$ cat src/rtl/fir_xifu_issue_buffer.sv
// ---------------------------------------------------------------------------
// fir_xifu_issue_buffer
//
// Elastic issue buffer between the core's XIF issue channel and the FIR
// coprocessor decode stage. Holds up to DEPTH offloaded instructions with
// their source operands. Commit/kill messages are tracked per entry: killed
// entries are drained at the head without being presented downstream, and
// committed entries are flagged on out_commit_o.
//
// Optional feature macro: FIR_XIFU_ISSUE_BYPASS_EN
//   When defined, an instruction offered to an empty buffer is forwarded
//   combinationally to the outputs (zero latency). If it is accepted
//   downstream in that cycle it is never stored.
//
// Ports:
//   clk_i, rst_i           clock, synchronous active-high reset
//   clear_i                synchronous flush of all entries
//   issue_valid_i/_ready_o issue handshake (ready is registered)
//   issue_instr_i/_id_i/_rs_i  instruction word, id, {rs2, rs1}
//   commit_valid_i/_id_i/_kill_i  commit (kill=0) or kill (kill=1) message
//   out_valid_o/_ready_i   decode-side handshake
//   out_instr_o/_id_o/_rs_o/_commit_o  head entry contents
//   count_o                occupancy, including killed entries not drained
// ---------------------------------------------------------------------------
module fir_xifu_issue_buffer #(
    parameter int DEPTH = 4,
    parameter int ID_W  = 4,
    parameter int RF_W  = 32
) (
    input  logic                       clk_i,
    input  logic                       rst_i,
    input  logic                       clear_i,
    input  logic                       issue_valid_i,
    output logic                       issue_ready_o,
    input  logic [31:0]                issue_instr_i,
    input  logic [ID_W-1:0]            issue_id_i,
    input  logic [2*RF_W-1:0]          issue_rs_i,
    input  logic                       commit_valid_i,
    input  logic [ID_W-1:0]            commit_id_i,
    input  logic                       commit_kill_i,
    output logic                       out_valid_o,
    input  logic                       out_ready_i,
    output logic [31:0]                out_instr_o,
    output logic [ID_W-1:0]            out_id_o,
    output logic [2*RF_W-1:0]          out_rs_o,
    output logic                       out_commit_o,
    output logic [$clog2(DEPTH):0]     count_o
);

    localparam int PW = $clog2(DEPTH);
    localparam int CW = $clog2(DEPTH) + 1;

    // Entry storage (data, no reset) and per-entry status flags
    logic [31:0]       instr_mem [DEPTH];
    logic [ID_W-1:0]   id_mem    [DEPTH];
    logic [2*RF_W-1:0] rs_mem    [DEPTH];
    logic [DEPTH-1:0]  killed_q;
    logic [DEPTH-1:0]  committed_q;

    // Control state
    logic [PW-1:0] rd_ptr;
    logic [PW-1:0] wr_ptr;
    logic [CW-1:0] count_q;
    logic [CW-1:0] count_d;
    logic          ready_q;

    logic flush;
    logic push;
    logic store;
    logic pop_mem;
    logic drain;
    logic head_live;
    logic head_killed;
    logic in_match;
    logic byp;
    logic byp_take;

    assign flush       = clear_i | rst_i;
    assign head_killed = killed_q[rd_ptr];
    assign head_live   = (count_q != '0) && !head_killed;
    assign drain       = (count_q != '0) && head_killed;

    // A commit message naming the id being issued this cycle also applies
    // to that instruction.
    assign in_match    = commit_valid_i && (commit_id_i == issue_id_i);

    assign push        = issue_valid_i && ready_q;

`ifdef FIR_XIFU_ISSUE_BYPASS_EN
    assign byp = (count_q == '0) && issue_valid_i && ready_q;
`else
    assign byp = 1'b0;
`endif

    // Head (or bypassed issue) presented combinationally to decode
    always_comb begin
        out_valid_o  = head_live;
        out_instr_o  = instr_mem[rd_ptr];
        out_id_o     = id_mem[rd_ptr];
        out_rs_o     = rs_mem[rd_ptr];
        out_commit_o = head_live && committed_q[rd_ptr];
        if (byp) begin
            out_valid_o  = !(in_match && commit_kill_i);
            out_instr_o  = issue_instr_i;
            out_id_o     = issue_id_i;
            out_rs_o     = issue_rs_i;
            out_commit_o = in_match && !commit_kill_i;
        end
    end

    // A bypassed instruction accepted downstream is consumed without storage;
    // otherwise every accepted push lands in the FIFO.
    assign byp_take = byp && out_valid_o && out_ready_i;
    assign store    = push && !byp_take;
    assign pop_mem  = !byp && head_live && out_ready_i;

    always_comb begin
        count_d = count_q + CW'(store) - CW'(pop_mem | drain);
        if (flush) begin
            count_d = '0;
        end
    end

    // Control registers
    always_ff @(posedge clk_i) begin
        if (flush) begin
            rd_ptr  <= '0;
            wr_ptr  <= '0;
            count_q <= '0;
        end else begin
            if (store) begin
                wr_ptr <= wr_ptr + 1'b1;
            end
            if (pop_mem || drain) begin
                rd_ptr <= rd_ptr + 1'b1;
            end
            count_q <= count_d;
        end
        // Ready is derived from next occupancy only, so it never depends
        // combinationally on out_ready_i; a full buffer refuses a push even
        // while popping.
        if (rst_i) begin
            ready_q <= 1'b0;
        end else begin
            ready_q <= (count_d < CW'(DEPTH));
        end
    end

    // Status flags: commit/kill marks all matching entries; a fresh push
    // overrides the slot it writes with its own (possibly same-cycle) flags.
    // Flags of unoccupied slots are meaningless, so no reset is needed.
    always_ff @(posedge clk_i) begin
        if (!flush) begin
            if (commit_valid_i) begin
                for (int i = 0; i < DEPTH; i++) begin
                    if (id_mem[i] == commit_id_i) begin
                        if (commit_kill_i) begin
                            killed_q[i] <= 1'b1;
                        end else begin
                            committed_q[i] <= 1'b1;
                        end
                    end
                end
            end
            if (store) begin
                killed_q[wr_ptr]    <= in_match && commit_kill_i;
                committed_q[wr_ptr] <= in_match && !commit_kill_i;
            end
        end
    end

    // Entry data
    always_ff @(posedge clk_i) begin
        if (store) begin
            instr_mem[wr_ptr] <= issue_instr_i;
            id_mem[wr_ptr]    <= issue_id_i;
            rs_mem[wr_ptr]    <= issue_rs_i;
        end
    end

    assign issue_ready_o = ready_q;
    assign count_o       = count_q;

endmodule

$ cat config.mk
export PLATFORM = sky130hd
export DESIGN_NAME = fir_xifu_issue_buffer
export DESIGN_NICKNAME = d
export VERILOG_FILES = /design/src/rtl/fir_xifu_issue_buffer.sv
export SDC_FILE = /design/constraint.sdc
export NUM_CORES = 1
export LEC_CHECK = 0
export ABC_AREA = 0
export CORE_MARGIN = 1
export CORE_UTILIZATION = 25
export DETAILED_ROUTE_END_ITERATION = 10
export PLACE_DENSITY_LB_ADDON = 0.15
export RECOVER_POWER = 25
export SYNTH_ARGS = -nofsm -noshare
export SYNTH_HDL_FRONTEND = slang
export SYNTH_SLANG_ARGS = --single-unit
$ cat constraint.sdc
create_clock -name clk_i -period 6.9 [get_ports clk_i]
set_input_delay 0.69 -clock clk_i [delete_from_list [all_inputs] [get_ports clk_i]]
set_output_delay 0.69 -clock clk_i [all_outputs]
set_load 0.005 [all_outputs]
==> results of run 1 <==
==> worst max-delay path: cells and delay by family, from the launching register on <==
family                 cells  cell delay (ns)
buffers and inverters      2             1.34
DFF                        1             0.92
muxes                      1             0.42
==> sequential cells by signal, indices dropped and copies added, names as in the netlist, named ones only <==
name,count
instr_mem,128
rs_mem,256
rd_ptr,2
killed_q,4
count_o,3
id_mem,16
issue_ready_o,1
wr_ptr,2
committed_q,4
==> layout make-up <==
class / instances / share of cell area [%]
Antenna cell: 1 / 0.0124
Clock buffer: 60 / 6.26
Clock inverter: 22 / 1.01
Inverter: 6 / 0.111
Multi-Input combinational cell: 191 / 14.7
Sequential cell: 418 / 61.6
Tap cell: 837 / 5.17
Timing Repair Buffer: 225 / 11.1
==> stage by stage <==
stage / cell area [sq um] / power (mW) / hold WS [ns] / worst slack (ns)
4_1_cts: 20200 / 5.81 / 0.511 / 2.80
5_1_grt: 20200 / 5.92 / 0.527 / 2.74
3_3_place_gp: 18800 / 3.37 / 0.496 / 3.41
3_5_place_dp: 18800 / 3.37 / 0.503 / 3.42
2_1_floorplan: 15600 / 3.11 / 0.469 / 2.66
6_report: 20200 / 5.70 / 0.505 / 2.96
==> report_power, final <==
part           switching, mW  leakage, nW  internal, mW
Sequential            0.0174         3.79          2.85
Clock                  0.964        0.711          1.44
Combinational          0.183         1.70         0.252
Total                   1.16         6.20          4.53
==> placed cells by master, fill, tap and decap left out, types with 3 or more instances in the layout <==
master and n:
ha_1 6, clkinv_2 4, mux4_2 101, bufinv_16 4
edfxtp_1 408, nand2_1 3, xor2_1 20, and2_1 4
o21ai_1 4, clkdlybuf4s50_1 153, dfxtp_1 8, a311oi_1 4
nor4_1 4, a21oi_1 11, and3_4 4, nor2_1 9
dlygate4sd3_1 63, inv_1 6, clkbuf_1 11, clkbuf_16 49
clkinv_1 11, nand3_1 4, buf_4 7
==> cell families after synthesis <==
family          Yosys count  share of synthesized area [%]
simple gates             36                           1.32
flops                   418                           79.9
compound gates           21                          0.786
buf+inv                  38                           1.16
xor+xnor                 23                           1.46
fa+ha+maj                 7                          0.610
mux                     104                           14.8
==> per-layer routing <==
layer | wire length, microns | global-route usage [%] | up-vias
li1 | - | - | 3223
met1 | 14400 | 13.6 | 3800
met2 | 16800 | 18.1 | 172
met3 | 1990 | 3.14 | 64
met4 | 833 | 3.66 | 4
met5 | 30 | 0 | -
==> worst paths after layout <==
| check | start | slack (ns) | endpoint |
|---|---|---|---|
| setup reg to reg | rd_ptr[1]$_SDFFE_PP0N_ | 4.05 | issue_ready_o$_SDFF_PP0_ |
| hold / removal | wr_ptr[1]$_SDFFE_PP0N_ | 0.50 | wr_ptr[1]$_SDFFE_PP0N_ |
| hold reg to reg | wr_ptr[1]$_SDFFE_PP0N_ | 0.50 | wr_ptr[1]$_SDFFE_PP0N_ |
| setup / recovery | flop | 2.96 | out_instr_o[15] |
==> qor.txt, run 1 <==
fill count - 5920
layout cells sized above 1 - 19.7%
WHS Path Cells - 2
Setup-failing EPs final - 0
Yosys top cell area share - 78.6%
Seq cells post-synth - 418
Crit-path slowest cell - dfxtp_4
Non-Filler Instances - 1760
CTS tree - yes
DP Wirelength - 19300 microns
initial drt markers - 361
# port buffers - 216
Tcrit/Tclk final - 57.1%
initial antenna violation count - 3
VDD IR max - 0.168 mV
Final Max Slew Viols - 0
top_reg_cell synth - edfxtp_1
H-tree depth - 2
CP Capture Type - output port
Pwr Density - 282 nW/um^2
Max Cap Viol - 0
Layout Utilization - 32.8%
Layout area overhead - 29.8%
WP data required - 6.21 ns
initial core utilization - 25.3%
crit path time final - 3.94 ns
top cells by count, synth - edfxtp_1 (408), mux4_2 (101), xor2_1 (20)
multi-input logic area - 2980 sq um
placed cells - 1677
Setup CP Type - flop to output port
sequential fraction of the synthesis area - 79.9%
Vias/cell - 4.13
Reg clk slew, reported paths - 0.06 ns
Post-Syn Area per Cell - 24.1 sq um
fraction of registers with async set/reset - 0%
Post-Route WL - 34100 microns
Yosys top cell by area - edfxtp_1
LEAKAGE - 6.20 nW
buffer count from post-CTS setup fixing - 0
worst hold path class - flop to flop
clk_skew - 0.0133 ns
Routed wire per std cell - 19.4 microns
Synthesized Nets - 765
Post-Synthesis Cells - 647
reg2reg path depth - 13
measured slew at the worst slew-check pin - 0.930 ns
largest net degree at the start of global routing - 101
Die Y - 252 microns
top post-synthesis cells by area - edfxtp_1 (79%), mux4_2 (15%), dfxtp_1 (1.3%)
Skew-Pair Late Insertion Delay - 0.56 ns
total track usage - 10.9%
Placement Rows - 91
CTS Sinks - 418
CTS Hold Bufs - 0
antenna viol nets, final - 0
worst path cell trace - buf_4 -> mux4_2 -> clkdlybuf4s50_1
Mapped Area - 15600 sq um
clock root buffer - clkbuf_16
total congestion overflow - 0
RSZ-0062 raised after global routing - false
Unique masters post-synth - 33
# DRC - 0
number of synthesized flops with an enable pin - 408
DR pass1 iterations - 4
number of global-route vias before repair - 8096
Worst Path Arrival - 3.25 ns
Ys Warns - 0
post-CTS resize count - 0
Critical Path Max Stage Delay - 0.92 ns
most common cell in the netlist - edfxtp_1
Placer Congestion - 0.654
Die ar. - 63400 sq um
Layout Nets - 1009
Slew HR - 38.0%
critical path launch point type - flop
first-pass GRT wire length - 51700 microns
die extent in x - 252 microns
CP max FO - 53
I/O pin count - 217
outcome - finished, final reports clean
Vias - 7263
core box area - 61700 sq um
CTS Buf Count - 49
setup TNS - 0 ns
Fmax - 254 MHz
Storage cell area - 12500 sq um
clock tree buffer depth - 3
final hold violation count - 0
(Power assumes the default switching activity.)
==> inputs of run 2 (changes only) <==
Clock period 6.9 ns to 3.7 ns, I/O delays scaled along.
==> qor.txt, run 2 (synthesized netlist as in run 1, its figures left out) <==
outcome - finished, final reports clean (unchanged)
Vias/cell - 4.17 (was 4.13)
Placement Rows - 91 (unchanged)
clock tree buffer depth - 3 (unchanged)
CTS Hold Bufs - 0 (unchanged)
Vias - 7412 (was 7263)
setup TNS - 0 ns (unchanged)
Die ar. - 63400 sq um (unchanged)
Layout Nets - 1017 (was 1009)
total track usage - 11.1% (was 10.9%)
layout cells sized above 1 - 21.0% (was 19.7%)
Final Max Slew Viols - 0 (unchanged)
Crit-path slowest cell - dfxtp_4 (unchanged)
post-CTS resize count - 0 (unchanged)
commonest cells after routing, fill and taps aside - edfxtp_1 (408), clkdlybuf4s50_1 (155), mux4_2 (101) (was edfxtp_1 (408), clkdlybuf4s50_1 (153), mux4_2 (101))
critical path launch point type - flop (unchanged)
Post-Route WL - 34900 microns (was 34100 microns)
reg-to-reg critical path endpoint - issue_ready_o$_SDFF_PP0_ (unchanged)
R2R Path Start - rd_ptr[1]$_SDFFE_PP0N_ (unchanged)
Largest Register - rs_mem (unchanged)
Placer Congestion - 0.678 (was 0.654)
Skew-Pair Late Insertion Delay - 0.57 ns (was 0.56 ns)
total congestion overflow - 0 (unchanged)
DP Wirelength - 20700 microns (was 19300 microns)
Fmax - 331 MHz
Setup CP Type - flop to output port (unchanged)
worst path cell trace - buf_12 -> mux4_2 -> clkdlybuf4s50_1 (was buf_4 -> mux4_2 -> clkdlybuf4s50_1)
Largest register FFs - 256 (unchanged)
# DRC - 0 (unchanged)
die extent in x - 252 microns (unchanged)
Critical Path End - out_rs_o[0] (was out_instr_o[15])
H-tree depth - 2 (unchanged)
final instance area - 20500 sq um (was 20200 sq um)
Largest regs - rs_mem x256, instr_mem x128, id_mem x16 (unchanged)
Die Y - 252 microns (unchanged)
CTS tree - yes (unchanged)
antenna viol nets, final - 0 (unchanged)
CTS Buf Count - 49 (unchanged)
final worst slack - 0.676 ns (was 2.96 ns)
reg2reg path depth - 13 (unchanged)
fill count - 5969 (was 5920)
DP Worst Slack - 0.901 ns (was 3.42 ns)
first-pass GRT wire length - 52800 microns (was 51700 microns)
core box area - 61700 sq um (unchanged)
crit path time final - 3.02 ns
LEAKAGE - 6.31 nW (was 6.20 nW)
Layout area overhead - 31.4% (was 29.8%)
buffer count from post-CTS setup fixing - 0 (unchanged)
RSZ-0062 raised after global routing - false (unchanged)
largest net degree at the start of global routing - 56 (was 101)
# port buffers - 216 (unchanged)
CTS Sinks - 418 (unchanged)
initial core utilization - 25.3% (unchanged)
Reg clk slew, reported paths - 0.06 ns (about the same)
final hold violation count - 0 (unchanged)
worst hold path class - input pin to flop (was flop to flop)
VDD IR max - 0.335 mV (was 0.168 mV)
CP max FO - 34 (was 53)
initial drt markers - 482 (was 361)
measured slew at the worst slew-check pin - 0.671 ns (was 0.930 ns)
flop-to-flop setup slack - 0.93 ns (was 4.05 ns)
most common cell after layout, fill and taps aside - edfxtp_1 (unchanged)
Layout Utilization - 33.2% (was 32.8%)
CP Capture Type - output port (unchanged)
Setup-failing EPs final - 0 (unchanged)
clock root buffer - clkbuf_16 (unchanged)
Tcrit/Tclk final - 81.7%
Slew HR - 54.9% (was 38.0%)
Antenna Cells - 0 (was 1)
hold slack - 0.367 ns (was 0.505 ns)
Routed wire per std cell - 19.7 microns (was 19.4 microns)
Pwr Density - 526 nW/um^2 (was 282 nW/um^2)
DP Area - 18900 sq um (was 18800 sq um)
WP data required - 3.33 ns (was 6.21 ns)
I/O pin count - 217 (unchanged)
number of global-route vias before repair - 8171 (was 8096)
Worst Path Arrival - 2.65 ns (was 3.25 ns)
Max Cap Viol - 0 (unchanged)
DR pass1 iterations - 4 (unchanged)
initial antenna violation count - 5 (was 3)
clk_skew - 0.0207 ns (was 0.0133 ns)
Critical Path Max Stage Delay - 0.63 ns (was 0.92 ns)
-- run 2: final cells by class --
| class | instances | area (sq um) | share of cell area (%) |
|---|---|---|---|
| timing repair buffer | 233 | 2440 | 11.9 |
| clock buffer | 65 | 1330 | 6.48 |
| tap | 837 | 1050 | 5.11 |
| multi-input combinational | 191 | 2980 | 14.5 |
| inverter | 6 | 22.5 | 0.110 |
| clock inverter | 27 | 216 | 1.06 |
| sequential | 418 | 12500 | 60.8 |
-- run 2: routing by layer --
metal,wire length [microns],GRT usage [%],vias to the layer above
met2,17200,18.1,161
met3,1940,3.08,65
met1,14900,14.1,3925
met5,73,0,-
met4,845,4.06,10
li1,-,-,3251
-- run 2: worst min path at each step --
stage | from | end | slack (ns) | cells after the start
2_1_floorplan | rst_i | issue_ready_o$_SDFF_PP0_ | 0.44 | 1
3_3_place_gp | wr_ptr[1]$_SDFFE_PP0N_ | wr_ptr[1]$_SDFFE_PP0N_ | 0.50 | 2
3_5_place_dp | wr_ptr[1]$_SDFFE_PP0N_ | wr_ptr[1]$_SDFFE_PP0N_ | 0.51 | 2
4_1_cts | rst_i | issue_ready_o$_SDFF_PP0_ | 0.33 | 2
5_1_grt | rst_i | issue_ready_o$_SDFF_PP0_ | 0.39 | 2
6_report | rst_i | issue_ready_o$_SDFF_PP0_ | 0.37 | 2
-- run 2: critical path, delay by kind of cell (launching register included) --
| family | cells | cell delay, ns |
|---|---|---|
| buffers and inverters | 2 | 0.88 |
| muxes | 1 | 0.55 |
| DFF | 1 | 0.63 |
-- run 2: through the flow --
stage / total power [mW] / std cells
after floorplan: 5.79 / 647
after global placement: 6.30 / 1685
after detailed placement: 6.30 / 1685
after CTS: 11.0 / 1777
after global routing: 11.2 / 1777
final: 10.8 / 1777
-- run 2: report_power, final --
part	internal [mW]	switching [mW]	leakage, nW
Clock	2.74	1.89	0.750
Combinational	0.481	0.338	1.77
Sequential	5.30	0.0415	3.79
==> inputs of run 3 (changes only) <==
Clock period 3.7 ns to 2.5 ns, I/O delays scaled along.
==> qor.txt, run 3 (synthesized netlist as in run 1, its figures left out) <==
Total Power - 16.2 mW (was 10.8 mW)
worst path cell trace - mux2_4 -> mux2_4 -> buf_4 -> nor2_2 -> buf_4 -> clkdlybuf4s50_1 (was buf_12 -> mux4_2 -> clkdlybuf4s50_1)
Placement Rows - 91 (unchanged)
Skew-Pair Late Insertion Delay - 0.57 ns (about the same)
Vias - 7634 (was 7412)
commonest cells after routing, fill and taps aside - edfxtp_1 (408), mux4_2 (101), clkdlybuf4s50_1 (61) (was edfxtp_1 (408), clkdlybuf4s50_1 (155), mux4_2 (101))
Reg clk slew, reported paths - 0.06 ns (about the same)
Largest regs - rs_mem x256, instr_mem x128, id_mem x16 (unchanged)
Die Y - 252 microns (unchanged)
Vias/cell - 4.16 (was 4.17)
Largest Register - rs_mem (unchanged)
CTS Sinks - 418 (unchanged)
# port buffers - 216 (unchanged)
DP Wirelength - 22200 microns (was 20700 microns)
Layout area overhead - 36.9% (was 31.4%)
Routed wire per std cell - 20.2 microns (was 19.7 microns)
largest net degree at the start of global routing - 44 (was 56)
VDD IR max - 0.455 mV (was 0.335 mV)
die extent in x - 252 microns (unchanged)
CTS tree - yes (unchanged)
Pwr Density - 759 nW/um^2 (was 526 nW/um^2)
initial core utilization - 25.3% (unchanged)
number of buffers and inverters on the critical path - 3 (was 2)
core box area - 61700 sq um (unchanged)
Setup CP Type - flop to output port (unchanged)
Critical Path Max Stage Delay - 0.48 ns (was 0.63 ns)
Placer Congestion - 0.669 (was 0.678)
CP max FO - 2 (was 34)
measured slew at the worst slew-check pin - 0.496 ns (was 0.671 ns)
Slew HR - 66.9% (was 54.9%)
final hold violation count - 0 (unchanged)
Final Max Slew Viols - 0 (unchanged)
# DRC - 0 (unchanged)
Layout Nets - 1076 (was 1017)
antenna viol nets, final - 0 (unchanged)
final worst slack - -0.116 ns (was 0.676 ns)
Largest register FFs - 256 (unchanged)
Antenna Cells - 0 (unchanged)
Crit-path slowest cell - clkdlybuf4s50_1 (was dfxtp_4)
clock tree buffer depth - 3 (unchanged)
Top delay family on crit path - buffers and inverters (unchanged)
total track usage - 11.5% (was 11.1%)
most common cell after layout, fill and taps aside - edfxtp_1 (unchanged)
met2 WL post-DR - 18800 microns (was 17200 microns)
violated checks - setup timing
initial drt markers - 323 (was 482)
number of global-route vias before repair - 8191 (was 8171)
CTS Buf Count - 49 (unchanged)
LEAKAGE - 7.29 nW (was 6.31 nW)
Worst Path Arrival - 2.37 ns (was 2.65 ns)
H-tree depth - 2 (unchanged)
layout cells sized above 1 - 27.9% (was 21.0%)
Setup-failing EPs final - 3 (was 0)
initial antenna violation count - 4 (was 5)
WP data required - 2.25 ns (was 3.33 ns)
I/O pin count - 217 (unchanged)
CP Capture Type - output port (unchanged)
critical path launch point type - flop (unchanged)
DP Worst Slack - -0.0787 ns (was 0.901 ns)
Max Cap Viol - 0 (unchanged)
met3 wire length - 2030 microns (was 1940 microns)
Layout Utilization - 34.6% (was 33.2%)
crit path time final - 2.62 ns
RSZ-0062 raised after global routing - true (was false)
total congestion overflow - 0 (unchanged)
Post-Route WL - 37000 microns (was 34900 microns)
Die ar. - 63400 sq um (unchanged)
worst hold path class - input pin to flop (unchanged)
DR top layer - met5 (unchanged)
outcome - complete, but fails checks (was finished, final reports clean)
wl on met1 - 15200 microns (was 14900 microns)
DR pass1 iterations - 4 (unchanged)
Fmax - 382 MHz
clk_skew - 0.0102 ns (was 0.0207 ns)
clock root buffer - clkbuf_16 (unchanged)
Tcrit/Tclk final - 105%
first-pass GRT wire length - 53700 microns (was 52800 microns)
## run 3: cell types whose count changed in the layout (fill, tap and decap cells not counted), moves of 5 or more
| cell | before | now |
|---|---|---|
| clkbuf_2 | 0 | 14 |
| buf_12 | 12 | 21 |
| clkbuf_16 | 51 | 56 |
| clkdlybuf4s50_1 | 155 | 61 |
| buf_4 | 5 | 39 |
| dlygate4sd2_1 | 0 | 27 |
| dlymetal6s2s_1 | 0 | 55 |
## run 3: where the power goes
part	internal, mW	total, mW	leakage, nW	switching (mW)
registers	7.85	7.90	3.79	0.0500
logic	0.802	1.36	2.73	0.561
clock network	4.13	6.94	0.767	2.81
total	12.8	16.2	7.29	3.42
## run 3: final timing paths
check | start | end | slack (ns) | cells after the start
worst max-delay path | killed_q[2]$_DFFE_PN_ | out_valid_o | -0.12 | 6
worst min-delay path | rst_i | issue_ready_o$_SDFF_PP0_ | 0.24 | 2
worst min register to register | wr_ptr[1]$_SDFFE_PP0N_ | wr_ptr[1]$_SDFFE_PP0N_ | 0.50 | 2
worst max register to register | killed_q[2]$_DFFE_PN_ | issue_ready_o$_SDFF_PP0_ | -0.10 | 13
## run 3: worst reg2reg max path, cell delays in order (launching register included)
cell and delay (ns):
edfxtp_1 0.39, mux2_4 0.28, mux2_4 0.28, nor2_2 0.10, nor2_1 0.05, ha_1 0.28, inv_1 0.06, ha_1 0.13
inv_1 0.05, fa_2 0.34, xor2_2 0.15, and2_1 0.17, nor3_2 0.17, nor2_1 0.05
## run 3: metrics by stage
stage	cells	hold WS, ns	TNS, ns	cell area [sq um]
detailed placement	1706	0.498	-0.0787	19200
CTS	1804	0.191	-7.78	20800
global placement	1706	0.494	-0.0806	19200
finish	1836	0.242	-0.233	21400
floorplan	647	0.322	-0.172	15600
global route	1836	0.231	-0.741	21400
## run 3: layer usage
layer / track usage [%] / up-vias
li1: - / 3380
met1: 13.7 / 4000
met2: 19.7 / 178
met3: 3.23 / 70
met4: 4.13 / 6
met5: 0 / -
## run 3: final cells by class
cell class / instances / area (sq um)
Multi-Input combinational cell: 191 / 3010
Inverter: 6 / 22.5
Sequential cell: 418 / 12500
Clock inverter: 31 / 251
Clock buffer: 61 / 1310
Tap cell: 837 / 1050
Fill cell: 5915 / 40400
Timing Repair Buffer: 292 / 3240
## run 3: timing repair
action,4_1_cts,5_1_grt
endpoints found under the setup margin,102,73
resized for setup,44,99
pin swaps,5,0
setup buffers,6,27
cloned,1,5
hold buffers,0,0
